**src/rtl/serializer_pkg.sv**
```systemverilog
// Shared types and constants for the PISO serializer.
// Optional macro SERIALIZER_PARITY_EN appends an even-parity bit to each frame.
package serializer_pkg;

    typedef enum logic {
        ST_IDLE  = 1'b0,
        ST_SHIFT = 1'b1
    } state_e;

`ifdef SERIALIZER_PARITY_EN
    localparam int PARITY_BITS = 1;
`else
    localparam int PARITY_BITS = 0;
`endif

    // Number of serial bit cycles per frame for a given data width.
    function automatic int frame_len(input int width);
        return width + PARITY_BITS;
    endfunction

endpackage

```
**src/rtl/piso_shift_reg.sv**
```systemverilog
// Loadable right-shift register with zero fill; exposes bit 0.
// Holds the not-yet-transmitted data bits of the current frame.
module piso_shift_reg
    import serializer_pkg::*;
#(
    parameter int WIDTH = 8
) (
    input  logic             clk,
    input  logic             rst,
    input  logic             load_i,
    input  logic             shift_i,
    input  logic [WIDTH-1:0] data_i,
    output logic             bit0_o
);

    logic [WIDTH-1:0] sr_q;
    logic [WIDTH-1:0] sr_d;

    // Load has priority over shift; otherwise hold.
    always_comb begin
        sr_d = sr_q;
        if (load_i) begin
            sr_d = data_i;
        end else if (shift_i) begin
            sr_d = {1'b0, sr_q[WIDTH-1:1]};
        end
    end

    // Storage with synchronous clear.
    always_ff @(posedge clk) begin
        if (rst) begin
            sr_q <= '0;
        end else begin
            sr_q <= sr_d;
        end
    end

    assign bit0_o = sr_q[0];

endmodule

```
**src/rtl/piso_serializer.sv**
```systemverilog
// Parallel-in serial-out stage: valid/ready word in, LSB-first bit stream out.
// Build option SERIALIZER_PARITY_EN appends an even-parity bit after the MSB.
module piso_serializer
    import serializer_pkg::*;
#(
    parameter int WIDTH = 8,
    parameter int CNT_W = 4
) (
    input  logic             clk,
    input  logic             rst,
    input  logic [WIDTH-1:0] din,
    input  logic             din_valid,
    output logic             din_ready,
    output logic             sout,
    output logic             sout_valid,
    output logic             frame_start,
    output logic             busy
);

    localparam int FRAME_LEN = frame_len(WIDTH);
    localparam logic [CNT_W-1:0] LAST_IDX = CNT_W'(FRAME_LEN - 1);

    state_e           state_q;
    state_e           state_d;
    logic [CNT_W-1:0] cnt_q;
    logic [CNT_W-1:0] cnt_d;
    logic             sout_q;
    logic             sout_d;
    logic             fs_q;
    logic             fs_d;

    logic             last_bit;
    logic             accept;
    logic             sr_load;
    logic             sr_shift;
    logic             sr_bit0;
    logic [WIDTH-1:0] sr_load_val;

`ifdef SERIALIZER_PARITY_EN
    localparam logic [CNT_W-1:0] PAR_IDX = CNT_W'(WIDTH - 1);
    logic par_q;
    logic par_d;
`endif

    // Bit 0 goes straight to sout at load, so the register keeps the rest.
    assign sr_load_val = {1'b0, din[WIDTH-1:1]};

    piso_shift_reg #(
        .WIDTH (WIDTH)
    ) u_shift_reg (
        .clk     (clk),
        .rst     (rst),
        .load_i  (sr_load),
        .shift_i (sr_shift),
        .data_i  (sr_load_val),
        .bit0_o  (sr_bit0)
    );

    assign last_bit  = (state_q == ST_SHIFT) && (cnt_q == LAST_IDX);
    assign din_ready = (state_q == ST_IDLE) || last_bit;
    assign accept    = din_valid && din_ready;

    // Next-state, counter and next output bit.
    always_comb begin
        state_d  = state_q;
        cnt_d    = cnt_q;
        sout_d   = 1'b0;
        fs_d     = 1'b0;
        sr_load  = 1'b0;
        sr_shift = 1'b0;
`ifdef SERIALIZER_PARITY_EN
        par_d    = par_q;
`endif
        if (accept) begin
            sr_load = 1'b1;
            state_d = ST_SHIFT;
            cnt_d   = '0;
            sout_d  = din[0];
            fs_d    = 1'b1;
`ifdef SERIALIZER_PARITY_EN
            par_d   = ^din;
`endif
        end else if (state_q == ST_SHIFT) begin
            if (last_bit) begin
                state_d = ST_IDLE;
                cnt_d   = '0;
            end else begin
                sr_shift = 1'b1;
                cnt_d    = cnt_q + 1'b1;
                sout_d   = sr_bit0;
`ifdef SERIALIZER_PARITY_EN
                if (cnt_q == PAR_IDX) begin
                    sout_d = par_q;
                end
`endif
            end
        end
    end

    // State, counter and registered outputs.
    always_ff @(posedge clk) begin
        if (rst) begin
            state_q <= ST_IDLE;
            cnt_q   <= '0;
            sout_q  <= 1'b0;
            fs_q    <= 1'b0;
        end else begin
            state_q <= state_d;
            cnt_q   <= cnt_d;
            sout_q  <= sout_d;
            fs_q    <= fs_d;
        end
    end

`ifdef SERIALIZER_PARITY_EN
    // Parity of the word being sent, captured at load.
    always_ff @(posedge clk) begin
        if (rst) begin
            par_q <= 1'b0;
        end else begin
            par_q <= par_d;
        end
    end
`endif

    assign sout        = sout_q;
    assign frame_start = fs_q;
    assign sout_valid  = (state_q == ST_SHIFT);
    assign busy        = (state_q == ST_SHIFT);

endmodule

```
**config.mk**
```make
export PLATFORM = sky130hd
export DESIGN_NAME = piso_serializer
export DESIGN_NICKNAME = d
export VERILOG_FILES = /design/src/rtl/serializer_pkg.sv /design/src/rtl/piso_shift_reg.sv /design/src/rtl/piso_serializer.sv
export SDC_FILE = /design/constraint.sdc
export NUM_CORES = 1
export LEC_CHECK = 0
export ABC_AREA = 1
export BUFFER_PORTS_ARGS = -buffer_cell sky130_fd_sc_hd__buf_2
export CAP_MARGIN = 10
export CORE_UTILIZATION = 51
export CTS_CLUSTER_DIAMETER = 40
export DETAILED_ROUTE_END_ITERATION = 16
export PLACE_DENSITY_LB_ADDON = 0.08
export SETUP_SLACK_MARGIN = 0.2
export SLEW_MARGIN = 10
export SYNTH_ARGS = -nofsm -noshare
export SYNTH_HDL_FRONTEND = slang
export SYNTH_HIERARCHICAL = 1
export SYNTH_SLANG_ARGS = --single-unit
```
**constraint.sdc**
```tcl
create_clock -name clk -period 1.64 [get_ports clk]
set_clock_uncertainty 0.05 [all_clocks]
set_input_delay 0.246 -clock clk [delete_from_list [all_inputs] [get_ports clk]]
set_output_delay 0.246 -clock clk [all_outputs]
set_load 0.02 [all_outputs]
```
==> results.toml <==
[placed_design]
dp_worst_setup_slack_ps = 91.4
dp_hpwl_um = 946
port-buffer-count = 15
gp_congestion = 0.726

[yosys]
async_flop_share_pct = 0
synth.area.top_cells = "dfxtp_1 (41%), nand2_1 (20%), inv_1 (6.1%)"
yosys_warnings = 6
synth_cell_types = 20
yosys_register_bits = 15
netlist_instances = 105
synthesis.area_um2 = 738
syn_area_per_cell_um2 = 7.03
ys_seq_area_share_pct = 40.7
post-synth-top-count-cell = "nand2_1"
synth_top_flop_cell = "dfxtp_1"
synth_edf_count = 0
synth_commonest_cells = "nand2_1 (39), dfxtp_1 (15), inv_1 (12)"
synth.top_cell.area_share_pct = 40.7
synth_area_leader_cell = "dfxtp_1"
synth_nets = 117

[finish]
drive_gt1_share_pct = 27.0
diodes = 0
final_util_pct = 67.4
area_growth_pct = 20.3
layout.nets = 135

[global_routing]
use_met2_pct = 23.8
grt_pass1_wl_mm = 1.88
grtUsageTotal_pct = 17.7
grt_pass1_vias = 466
grtUsageMet3_pct = 3.33
grt-busiest-layer = "met1"
grt_antenna_before_repair = 0
use_met1_pct = 25.7
grt_overflow_total = 0
grt_max_degree = 11

[timing]
final_max_slew_viol_count = 0
period_needed_ps = 1400
setup_ws_ps = 243
clock.fmax_mhz = 716
grt_setup_unrepaired = "false"
tns_ps = 0
finalHoldViolations = 0
setup_viol = 0
finalCritPeriodShare_pct = 85.2
hold_ws_ps = 166

[critical_path]
slowest_stage = "dfxtp_4"
start_kind = "flip-flop"
crit_type = "reg -> out"
crit_fanout = 4
path_cells = "ha_4 > nand3_4 > nand2_4 > buf_6"
worst_path_largest_cell_delay_ps = 370
r2r_cells = 10
crit_arrival_ps = 1100
r2r_start = "cnt_q[0]"
worstSetupStartpoint = "cnt_q[0]"
endpoint_kind = "output port"
required_ps = 1340

[detailed_routing]
dr.pass1.iters = 4
totalWireLength_mm = 1.34
drtAntennaViolNets = 0
first_iter_violations = 18
viasPerCell = 4.70
drc = 0
dr_total_vias = 644
wl_per_cell_um = 9.79

[power_and_ir_drop]
p_per_area_mw_per_mm2 = 828
p_leak_nw = 0.441
ir_drop_mv = 0.486
power_mw = 0.735

[job]
drv_cap = 0

[floorplan]
fp-row-count = 13
die_w_um = 40.0
die_h_um = 40.0
die_area_mm2 = 0.00160
initial_core_util_pct = 56.0
io_pins = 16
core-area_mm2 = 0.00132

[clock_tree]
cts_root_buf = "clkbuf_4"
path_clk_slew_ps = 80
cts_tree = "yes"
cts_buffers = 3
clock-sinks = 15
clk-insertion-delay-late_ps = 280
h-tree-depth = 1
clockBufferDepth = 2

[hold_path]
hold_class = "in -> reg"
hold_depth = 3
worstHoldStart = "din[0]"

[outcome]
outcome = "finished, final reports clean"
## timing repair
item / CTS / global route
buffers inserted: 1 / 0
pin swaps: 0 / 1
endpoints found under the setup margin: 8 / 6
hold buffers: 0 / 0
resized for setup: 5 / 5
## stage by stage
| stage | area, um2 | cells |
|---|---|---|
| floorplan | 751 | 105 |
| global placement | 818 | 132 |
| detailed placement | 818 | 132 |
| CTS | 870 | 137 |
| global route | 888 | 137 |
| finish | 888 | 137 |
## final timing paths
check                        end  slack (ps)
max                    din_ready         240
min                         sout         170
max reg2reg  u_shift_reg/sr_q[0]         280
min reg2reg  u_shift_reg/sr_q[4]         420
## cells in the final DEF (no fill, tap or decap)
cell	synthesis	routed
a21oi_1	6	6
nand3_4	0	1
clkbuf_4	0	3
nand4_1	1	1
clkbuf_1	0	1
o21ai_1	2	2
buf_6	1	1
nor2_1	5	5
nand2_1	39	39
nand3_1	7	6
nand2_4	2	3
nor2_2	3	3
dfxtp_1	15	13
conb_1	1	1
inv_1	12	12
buf_4	2	1
nor2_8	1	1
mux2i_1	1	1
ha_4	0	1
inv_2	3	2
buf_2	0	14
dfxtp_4	0	1
inv_8	0	1
dfxtp_2	0	1
or2_1	1	1
xor2_1	1	1
## cell families (layout without fill, tap and decap cells)
| logic type | Yosys count | after routing | share of synthesized area (%) |
|---|---|---|---|
| XOR/XNOR | 1 | 1 | 1.19 |
| AO/OA/AOI/OAI | 8 | 8 | 5.42 |
| other | 1 | 1 | 0.508 |
| adder cells (fa/ha/maj) | 1 | 1 | 1.69 |
| AND/OR/NAND/NOR | 60 | 60 | 38.0 |
| buffers and inverters | 18 | 35 | 11.2 |
| flip-flops | 15 | 15 | 40.7 |
| multiplexers | 1 | 1 | 1.36 |
## critical path: cells and delay by family, from the launching register on
family | cells | cell delay [ps]
fa+ha+maj | 1 | 150
buf+inv | 1 | 120
flops | 1 | 370
simple gates | 2 | 170
## layer usage
metal	routed length, um	part of all wire, %	vias to the layer above
met2	595	44	13
met3	46	3.4	2
met4	5	0.37	0
met5	0	0	-
met1	694	52	278
li1	-	-	351
## state kept, by name, indices dropped and copies added, names as in the netlist
signal / count
busy: 1
frame_start: 1
cnt_q: 4
sout: 1
u_shift_reg/sr_q: 8
## power by group
part,internal [mW],switching (mW)
sequential,0.385,0.0148
combinational,0.0494,0.0788
clock,0.0943,0.114
## layout make-up
type,instances,area (um2)
fillers,122,429
multi-input cells,72,385
flip-flops and latches,15,305
repair buffers,16,88.8
inverters,15,63.8
clock buffers,4,26.3
well taps,15,18.8
No activity file was read; power rests on OpenSTA's default activity.
